==> config.mk <==
export PLATFORM = sky130hd
export DESIGN_NAME = csi_crc16_stream_flat
export DESIGN_NICKNAME = d
export VERILOG_FILES = /design/src/rtl/csi_pkg.sv /design/src/rtl/csi_crc16_stream_if.sv /design/src/rtl/csi_crc16_byte_stage.sv /design/src/rtl/csi_crc16_stream.sv /design/src/flat_wrapper.sv
export SDC_FILE = /design/constraint.sdc
export NUM_CORES = 1
export LEC_CHECK = 0
export ABC_CLOCK_PERIOD_IN_PS = 5500
export CORE_MARGIN = 1
export CORE_UTILIZATION = 60
export CTS_CLUSTER_SIZE = 10
export DETAILED_ROUTE_END_ITERATION = 10
export DONT_BUFFER_PORTS = 1
export PLACE_DENSITY = 0.79
export SLEW_MARGIN = 20
export SYNTH_ARGS = -nofsm -noshare
export SYNTH_HDL_FRONTEND = slang
export SYNTH_SLANG_ARGS = --single-unit
==> constraint.sdc <==
create_clock -name clk_i -period 5.5 [get_ports clk_i]
set_clock_uncertainty 0.15 [all_clocks]
set_input_delay 0.275 -clock clk_i [delete_from_list [all_inputs] [get_ports clk_i]]
set_output_delay 0.275 -clock clk_i [all_outputs]
set_load 0.01 [all_outputs]
==> src/rtl/csi_pkg.sv <==
// Shared definitions for the CSI-2 payload CRC-16 datapath: CRC constants,
// the framing FSM state type and a single-byte reflected CRC update.
package csi_pkg;

  localparam logic [15:0] CRC16_POLY_REFL = 16'h8408;
  localparam logic [15:0] CRC16_SEED      = 16'hFFFF;

  typedef enum logic [1:0] {
    IDLE,
    ACTIVE,
    RESULT
  } csi_state_e;

  // One byte through the reflected CRC-16 register, LSB of the byte first.
  function automatic logic [15:0] crc16_byte(input logic [15:0] crc, input logic [7:0] data);
    logic [15:0] c;
    c = crc;
    for (int i = 0; i < 8; i++) begin
      if (c[0] ^ data[i]) begin
        c = (c >> 1) ^ CRC16_POLY_REFL;
      end else begin
        c = c >> 1;
      end
    end
    return c;
  endfunction

endpackage

==> src/rtl/csi_crc16_stream_if.sv <==
// Beat and result bundle for csi_crc16_stream.
// slave: the CRC engine side; master: the source/sink that drives beats and
// consumes results.
interface csi_crc16_stream_if #(
  parameter int unsigned LANES = 4,
  parameter int unsigned LEN_W = 16
);
  localparam int unsigned SelW = (LANES > 1) ? $clog2(LANES) : 1;

  // Beat side
  logic                 check_en_i;
  logic [8*LANES-1:0]   data_i;
  logic                 valid_i;
  logic                 sop_i;
  logic                 eop_i;
  logic [SelW-1:0]      last_sel_i;
  logic [15:0]          expected_crc_i;
  logic                 ready_o;

  // Result side
  logic [15:0]          crc_o;
  logic [LEN_W-1:0]     len_o;
  logic                 crc_err_o;
  logic                 res_valid_o;
  logic                 res_ready_i;
  logic                 abort_o;

  modport slave (
    input  check_en_i, data_i, valid_i, sop_i, eop_i, last_sel_i, expected_crc_i, res_ready_i,
    output ready_o, crc_o, len_o, crc_err_o, res_valid_o, abort_o
  );

  modport master (
    output check_en_i, data_i, valid_i, sop_i, eop_i, last_sel_i, expected_crc_i, res_ready_i,
    input  ready_o, crc_o, len_o, crc_err_o, res_valid_o, abort_o
  );

endinterface

==> src/rtl/csi_crc16_byte_stage.sv <==
// Single-byte combinational CRC-16 update; chained once per lane.
module csi_crc16_byte_stage
  import csi_pkg::*;
(
  input  logic [15:0] crc_i,
  input  logic [7:0]  data_i,
  output logic [15:0] crc_o
);

  assign crc_o = crc16_byte(crc_i, data_i);

endmodule

==> src/rtl/csi_crc16_stream.sv <==
// Streaming CSI-2 payload CRC-16 engine, LANES bytes per beat, sop/eop framed,
// partial last beat via last_sel_i. Produces CRC, byte count and an optional
// check against the footer CRC.
// Optional feature: define CSI_CRC16_ERRCNT_EN to add err_clr_i / err_cnt_o,
// a saturating count of results reported with crc_err_o=1.
module csi_crc16_stream
  import csi_pkg::*;
#(
  parameter int unsigned LANES = 4,
  parameter logic [15:0] SEED  = CRC16_SEED,
  parameter int unsigned LEN_W = 16
) (
  input  logic clk_i,
  input  logic reset_ni,
`ifdef CSI_CRC16_ERRCNT_EN
  input  logic        err_clr_i,
  output logic [15:0] err_cnt_o,
`endif
  csi_crc16_stream_if.slave bus
);

  localparam int unsigned SelW = (LANES > 1) ? $clog2(LANES) : 1;

  csi_state_e       r_state, w_state_next;

  logic [15:0]      r_crc;
  logic [15:0]      w_base_crc;
  logic [15:0]      w_fold_crc;
  logic [15:0]      w_after [LANES];

  logic [LEN_W-1:0] r_len;
  logic [LEN_W-1:0] w_len_base;
  logic [LEN_W-1:0] w_len_next;
  logic [LEN_W:0]   w_len_sum;
  logic [3:0]       w_beat_bytes;

  logic             r_check_en;
  logic             w_check_eff;

  logic             w_accept;
  logic             w_load;
  logic             w_done;
  logic             w_abort;
  logic             r_abort;

  logic [15:0]      r_res_crc;
  logic [LEN_W-1:0] r_res_len;
  logic             r_res_err;

  assign bus.ready_o = (r_state != RESULT) | bus.res_ready_i;
  assign w_accept    = bus.valid_i & bus.ready_o;

  // A sop beat always starts from the preset, regardless of what was in flight.
  assign w_base_crc  = bus.sop_i ? SEED : r_crc;
  assign w_len_base  = bus.sop_i ? '0 : r_len;
  assign w_check_eff = bus.sop_i ? bus.check_en_i : r_check_en;

  for (genvar k = 0; k < LANES; k++) begin : g_stage
    logic [15:0] w_crc_in;
    logic [15:0] w_crc_out;

    if (k == 0) begin : g_first
      assign w_crc_in = w_base_crc;
    end else begin : g_next
      assign w_crc_in = g_stage[k-1].w_crc_out;
    end

    csi_crc16_byte_stage u_stage (
      .crc_i  (w_crc_in),
      .data_i (bus.data_i[8*k +: 8]),
      .crc_o  (w_crc_out)
    );

    assign w_after[k] = w_crc_out;
  end

  // Pick the CRC after the last valid byte of the beat and count those bytes.
  always_comb begin
    w_fold_crc   = w_after[LANES-1];
    w_beat_bytes = 4'(LANES);
    if (bus.eop_i) begin
      for (int k = 0; k < LANES; k++) begin
        if (bus.last_sel_i == SelW'(k)) begin
          w_fold_crc   = w_after[k];
          w_beat_bytes = 4'(k + 1);
        end
      end
    end
  end

  // Saturating byte counter; never wraps back to small values.
  always_comb begin
    w_len_sum  = {1'b0, w_len_base} + (LEN_W+1)'(w_beat_bytes);
    w_len_next = w_len_sum[LEN_W] ? '1 : w_len_sum[LEN_W-1:0];
  end

  // Framing FSM next state plus load/complete/abort strobes.
  always_comb begin
    w_state_next = r_state;
    w_load       = 1'b0;
    w_done       = 1'b0;
    w_abort      = 1'b0;
    unique case (r_state)
      IDLE: begin
        // Beats without sop outside a packet are dropped.
        if (w_accept && bus.sop_i) begin
          w_load       = 1'b1;
          w_done       = bus.eop_i;
          w_state_next = bus.eop_i ? RESULT : ACTIVE;
        end
      end
      ACTIVE: begin
        if (w_accept) begin
          w_load  = 1'b1;
          w_done  = bus.eop_i;
          w_abort = bus.sop_i;
          if (bus.eop_i) begin
            w_state_next = RESULT;
          end
        end
      end
      RESULT: begin
        // Any accepted beat here implies the result handshake this cycle.
        if (bus.res_ready_i) begin
          w_state_next = IDLE;
        end
        if (w_accept && bus.sop_i) begin
          w_load       = 1'b1;
          w_done       = bus.eop_i;
          w_state_next = bus.eop_i ? RESULT : ACTIVE;
        end
      end
      default: begin
        w_state_next = IDLE;
      end
    endcase
  end

  // FSM state register.
  always_ff @(posedge clk_i or negedge reset_ni) begin
    if (!reset_ni) begin
      r_state <= IDLE;
    end else begin
      r_state <= w_state_next;
    end
  end

  // Running CRC, length and check-mode latch for the packet in flight.
  always_ff @(posedge clk_i or negedge reset_ni) begin
    if (!reset_ni) begin
      r_crc      <= SEED;
      r_len      <= '0;
      r_check_en <= 1'b0;
    end else if (w_load) begin
      r_crc <= w_fold_crc;
      r_len <= w_len_next;
      if (bus.sop_i) begin
        r_check_en <= bus.check_en_i;
      end
    end
  end

  // Result registers, only written on packet completion so they hold under backpressure.
  always_ff @(posedge clk_i or negedge reset_ni) begin
    if (!reset_ni) begin
      r_res_crc <= '0;
      r_res_len <= '0;
      r_res_err <= 1'b0;
    end else if (w_done) begin
      r_res_crc <= w_fold_crc;
      r_res_len <= w_len_next;
      r_res_err <= w_check_eff & (w_fold_crc != bus.expected_crc_i);
    end
  end

  // Registered abort pulse for a sop that restarts an unfinished packet.
  always_ff @(posedge clk_i or negedge reset_ni) begin
    if (!reset_ni) begin
      r_abort <= 1'b0;
    end else begin
      r_abort <= w_abort;
    end
  end

  assign bus.crc_o       = r_res_crc;
  assign bus.len_o       = r_res_len;
  assign bus.crc_err_o   = r_res_err;
  assign bus.res_valid_o = (r_state == RESULT);
  assign bus.abort_o     = r_abort;

`ifdef CSI_CRC16_ERRCNT_EN
  logic        w_res_hs;
  logic [15:0] r_err_cnt;

  assign w_res_hs = (r_state == RESULT) & bus.res_ready_i;

  // Saturating error-result counter; clear has priority over increment.
  always_ff @(posedge clk_i or negedge reset_ni) begin
    if (!reset_ni) begin
      r_err_cnt <= '0;
    end else if (err_clr_i) begin
      r_err_cnt <= '0;
    end else if (w_res_hs && r_res_err && (r_err_cnt != 16'hFFFF)) begin
      r_err_cnt <= r_err_cnt + 16'd1;
    end
  end

  assign err_cnt_o = r_err_cnt;
`endif

endmodule

==> src/flat_wrapper.sv <==
// flat-port wrapper written by rule: the top's interface ports become plain ports
module csi_crc16_stream_flat import csi_pkg::*;
#(
  parameter int unsigned LANES = 4,
  parameter logic [15:0] SEED  = CRC16_SEED,
  parameter int unsigned LEN_W = 16
)
  (clk_i, reset_ni, bus_check_en_i, bus_data_i, bus_valid_i, bus_sop_i, bus_eop_i, bus_last_sel_i, bus_expected_crc_i, bus_res_ready_i, bus_ready_o, bus_crc_o, bus_len_o, bus_crc_err_o, bus_res_valid_o, bus_abort_o);
  csi_crc16_stream_if #(.LANES(LANES), .LEN_W(LEN_W)) bus_i ();
  input  logic clk_i;
  input  logic reset_ni;
  input wire logic [$bits(bus_i.check_en_i)-1:0] bus_check_en_i;
  input wire logic [$bits(bus_i.data_i)-1:0] bus_data_i;
  input wire logic [$bits(bus_i.valid_i)-1:0] bus_valid_i;
  input wire logic [$bits(bus_i.sop_i)-1:0] bus_sop_i;
  input wire logic [$bits(bus_i.eop_i)-1:0] bus_eop_i;
  input wire logic [$bits(bus_i.last_sel_i)-1:0] bus_last_sel_i;
  input wire logic [$bits(bus_i.expected_crc_i)-1:0] bus_expected_crc_i;
  input wire logic [$bits(bus_i.res_ready_i)-1:0] bus_res_ready_i;
  output wire logic [$bits(bus_i.ready_o)-1:0] bus_ready_o;
  output wire logic [$bits(bus_i.crc_o)-1:0] bus_crc_o;
  output wire logic [$bits(bus_i.len_o)-1:0] bus_len_o;
  output wire logic [$bits(bus_i.crc_err_o)-1:0] bus_crc_err_o;
  output wire logic [$bits(bus_i.res_valid_o)-1:0] bus_res_valid_o;
  output wire logic [$bits(bus_i.abort_o)-1:0] bus_abort_o;
  assign bus_i.check_en_i = bus_check_en_i;
  assign bus_i.data_i = bus_data_i;
  assign bus_i.valid_i = bus_valid_i;
  assign bus_i.sop_i = bus_sop_i;
  assign bus_i.eop_i = bus_eop_i;
  assign bus_i.last_sel_i = bus_last_sel_i;
  assign bus_i.expected_crc_i = bus_expected_crc_i;
  assign bus_i.res_ready_i = bus_res_ready_i;
  assign bus_ready_o = bus_i.ready_o;
  assign bus_crc_o = bus_i.crc_o;
  assign bus_len_o = bus_i.len_o;
  assign bus_crc_err_o = bus_i.crc_err_o;
  assign bus_res_valid_o = bus_i.res_valid_o;
  assign bus_abort_o = bus_i.abort_o;
  csi_crc16_stream #(.LANES(LANES), .SEED(SEED), .LEN_W(LEN_W)) u_core (.clk_i(clk_i), .reset_ni(reset_ni), .bus(bus_i));
endmodule
==> results by stage <==
Worst setup path:
- In this run the worst path has a maximum fanout of 5.
- For this design, the slowest cell found on the critical path is sky130_fd_sc_hd__o21ai_0.
- The endpoint identified for the worst register-to-register timing path is u_core.bus.crc_err_o$_DFFE_PN0P_.
- STA classifies the critical path endpoint as a flop.
- Data arrives at the worst endpoint at about 5000 ps.
- At the worst endpoint, the required time is about 5600 ps.
- The signal on the critical path passes through xnor2_1 -> mux2_2 -> xnor2_2 -> xnor3_1 -> xnor2_1 -> xor2_1 -> a22o_1 -> o21ai_0 -> o32ai_1 -> nor3_1 -> nand4_1 -> nor4_1 -> a31oi_1.
- By startpoint and endpoint, the worst setup path is classified as flop to flop.
- The worst stage delay on the critical path is between 600 and 700 ps.
- The cell repeated most along the worst path is sky130_fd_sc_hd__xnor2_1.
- The minimum setup slack among reg-to-reg paths is about 640 ps.
- The category of the worst setup path launch point is a flop.
- The worst-case reg-to-reg path depth is 13.
- The startpoint identified for the worst register-to-register timing path is u_core.r_crc[1]$_DFFE_PN1P_.

Synthesis:
- By area the synthesized netlist is led by sky130_fd_sc_hd__dfrtp_1 (21%), sky130_fd_sc_hd__xnor2_1 (9.3%), sky130_fd_sc_hd__dfstp_2 (6.8%).
- The cell area that synthesis handed to floorplanning was ~6200 um2.
- Each instance of the synthesized netlist takes up on average approximately 8.6 um2.
- Counting distinct cell types in the post-synthesis netlist gives between 60 and 70.
- Of all cell types, the one taking the most synthesized area is sky130_fd_sc_hd__dfrtp_1.
- The sequential cell area fraction in the yosys report is around 28%.
- The number of nets handed over by synthesis was ~800.
- The share of the synthesized area in the top cell type is a little over a fifth.
- The flop and latch count out of synthesis is 69.
- The synthesized netlist cell count is approximately 720.
- For this run, the leading register cell type out of synthesis is sky130_fd_sc_hd__dfrtp_1.
- Counting flops with an async set or reset pin after synthesis yields a share of 100.0%.
- Yosys mapped a number of flops with a built-in enable equal to 0.
- The number of warnings printed during yosys synthesis is 0.

STA:
- Setup repair after global routing left no endpoint under its margin.
- Of the available clock period, the critical path in the final layout requires between 80% and 90%.
- The maximum clock rate is 0.2059 GHz.
- The worst setup slack after layout is between 600 and 700 ps.
- For the finished layout, the period the worst path requires is about 5000 ps.
- Across all hold checks on the routed design, the worst slack comes to around 20 ps.
- The actual transition at the worst max-transition pin is 920.7 ps.
- The remaining max-slew budget at the tightest pin is around 39%.
- Summed over all failing endpoints, the final setup total negative slack is 0 ps.
- The count of final hold-check violations was 0.
- Setup violations remaining at the end of the flow were counted as 0.
- The final count of pins violating max slew was 0.

Clock tree:
- The cell at the root of the clock tree is sky130_fd_sc_hd__clkbuf_8.
- At the later pin of the worst-skew pair, clock insertion delay measures 360 ps.
- The total number of clock tree sinks is 69.
- The number of levels in the clock H-tree is 3.
- The post-CTS clock slew at the launch and capture registers of the worst setup and hold paths is 90 ps.
- TritonCTS created 9 clock buffers.
- TritonCTS built the clock tree.
- In this run the deepest clock path goes through 2 buffers.
- The number of setup buffers added after CTS is 0.

Global route:
- In the global route stage, met1 resource usage came out at between 40% and 50%.
- Global routing used roughly three fifths of the available met2 tracks.
- For this run the aggregate overflow at the end of global routing stands at 0.
- The first-pass GRT wire length is around 30000 um.
- The number of global-route vias before repair is 5345.
- Global routing used 37.55% of the available tracks.
- The initial antenna violation count is 0.
- The largest net degree at the start of global routing is 70.
- After global routing, the most crowded layer is met2.
- The met3 track demand over resource is 7.426%.

Floorplanning:
- The total core area is just under 10000 um2.
- The floorplan step set the die height to approximately 100 um.
- Pin placement for this block handled 93 I/O pins.
- The width of the die is 103.7 um.
- The die covers 10740 um2.
- Row generation in the floorplan step produced 36 rows.
- For this configuration, the core starts out at a cell density of between 60% and 70%.

Min path:
- The path class of the tightest hold or removal check is input pin to flop.
- The worst hold path depth is 2.
- The start point of the worst hold path is bus_expected_crc_i[13].
- The endpoint of the worst hold-timing path is u_core.bus.crc_err_o$_DFFE_PN0P_.

Layout:
- The number of nets at the end of the flow is roughly 780.
- At the end of the flow the core is filled with cells to 66.36%.
- The layout-stage area growth over the synthesis result is 6.075%.
- In the layout the commonest cells are sky130_fd_sc_hd__nand2_1 (109), sky130_fd_sc_hd__nor2_1 (72), sky130_fd_sc_hd__o21ai_0 (71).
- Cells with a size suffix above 1 make up around a tenth of the layout.
- The repair_antennas step left the layout with diodes totalling 0.
- The leading cell type in the layout, fill and taps excluded is sky130_fd_sc_hd__nand2_1.

Run status:
- The flow ran to the end, and the final reports show no timing, DRC or antenna violations.

Place:
- Timing analysis after detailed placement gives a worst setup slack of 810.0 ps.
- During placement, the flow inserted port buffers numbering 0.
- The final weighted congestion in routability-driven placement is 0.9921.
- The HPWL after detailed placement is 15020 um.

Drt:
- Using the TritonRoute via totals, the vias-per-cell ratio works out to roughly 6.4.
- The total via count after detailed routing is 5407.
- After detailed routing, the total wire length is between 15000 and 20000 um.
- In the routed design, unresolved DRC markers number 0.
- The detailed router's first-iteration violation count is 600.
- The detail route stage leaves a number of antenna-violating nets equal to 0.
- The pre-antenna-repair detailed-routing pass consisted of 5 iterations.
- The average wire length per cell after detail routing is approximately 23 um.

Flow run:
- The total of max-cap violations is 0.
-- flip-flops by register name (all words and copies together), names as in the netlist --
register              flops
u_core.r_state            2
u_core.bus.abort_o        1
u_core.bus.crc_o         16
u_core.bus.len_o         16
u_core.bus.crc_err_o      1
u_core.r_check_en         1
u_core.r_len             16
u_core.r_crc             16
-- Yosys cell counts, drive strengths merged (4+ instances only) --
library cell  count
a21o              7
nor2b            16
dfrtp            53
mux2i             6
buf               6
ha                8
o21ai            76
clkbuf           31
nor2             73
a22oi             4
inv              16
a211oi            5
xnor2            82
o221ai            4
nand2           109
nand3             9
a211o             4
xor3              6
nand2b            6
nor3              8
dfstp            16
xnor3            15
a31oi            11
mux2              5
a21oi            37
xor2             46
nor4              5
nand3b            4
and3              8
-- how the worst max path moves through the flow --
| stage | depth (start not counted) | startpoint | to | slack (ps) |
|---|---|---|---|---|
| after floorplan | 13 | u_core.r_crc[1]$_DFFE_PN1P_ | u_core.bus.crc_err_o$_DFFE_PN0P_ | 1580 |
| after global placement | 13 | u_core.r_crc[1]$_DFFE_PN1P_ | u_core.bus.crc_err_o$_DFFE_PN0P_ | 750 |
| after detailed placement | 13 | u_core.r_crc[1]$_DFFE_PN1P_ | u_core.bus.crc_err_o$_DFFE_PN0P_ | 810 |
| after CTS | 13 | u_core.r_crc[1]$_DFFE_PN1P_ | u_core.bus.crc_err_o$_DFFE_PN0P_ | 740 |
| after global routing | 13 | u_core.r_crc[3]$_DFFE_PN1P_ | u_core.bus.crc_err_o$_DFFE_PN0P_ | 530 |
| final | 13 | u_core.r_crc[1]$_DFFE_PN1P_ | u_core.bus.crc_err_o$_DFFE_PN0P_ | 640 |
-- logic make-up (layout without fill, tap and decap cells) --
logic type,after synthesis,after routing,synth area share [%]
simple gates,250,250,17.80
compound gates,177,177,17.30
xor+xnor,149,149,29.44
flops,69,69,28.17
buf+inv,53,49,3.411
mux,11,11,1.937
fa+ha+maj,9,9,1.938
-- per-stage QoR --
step / instance area, um2 / cells
floorplan: 6200 / 718
global placement: 6290 / 824
detailed placement: 6290 / 824
CTS: 6576 / 847
global route: 6576 / 847
finish: 6576 / 847
-- worst max-delay path: cells and delay by family, from the launching register on --
kind	cells	cell delay [ps]
mux	1	430
xor+xnor	5	1680
simple gates	3	630
compound gates	4	1250
flops	1	590
-- cell type report --
type                            instances  area [um2]
Timing Repair Buffer                   17       162.7
Tap cell                              133       166.4
Multi-Input combinational cell        596        4242
Fill cell                             801        3333
Clock buffer                           10       127.6
Inverter                               16       60.06
Clock inverter                          6       71.32
Sequential cell                        69        1747
-- what timing repair did --
item                      CTS  global route
hold buffers                7             0
hold endpoints to repair   78             0
resized for setup           0             0
-- layer usage --
metal | up-vias | wire, um
li1 | 2445 | -
met1 | 2605 | 7863
met2 | 300 | 9170
met3 | 57 | 1751
met4 | 0 | 880
met5 | - | 0
Power is left out: the tool's default activity adds up to more than one toggle a clock period on the data nets, which glitch-free logic cannot reach.
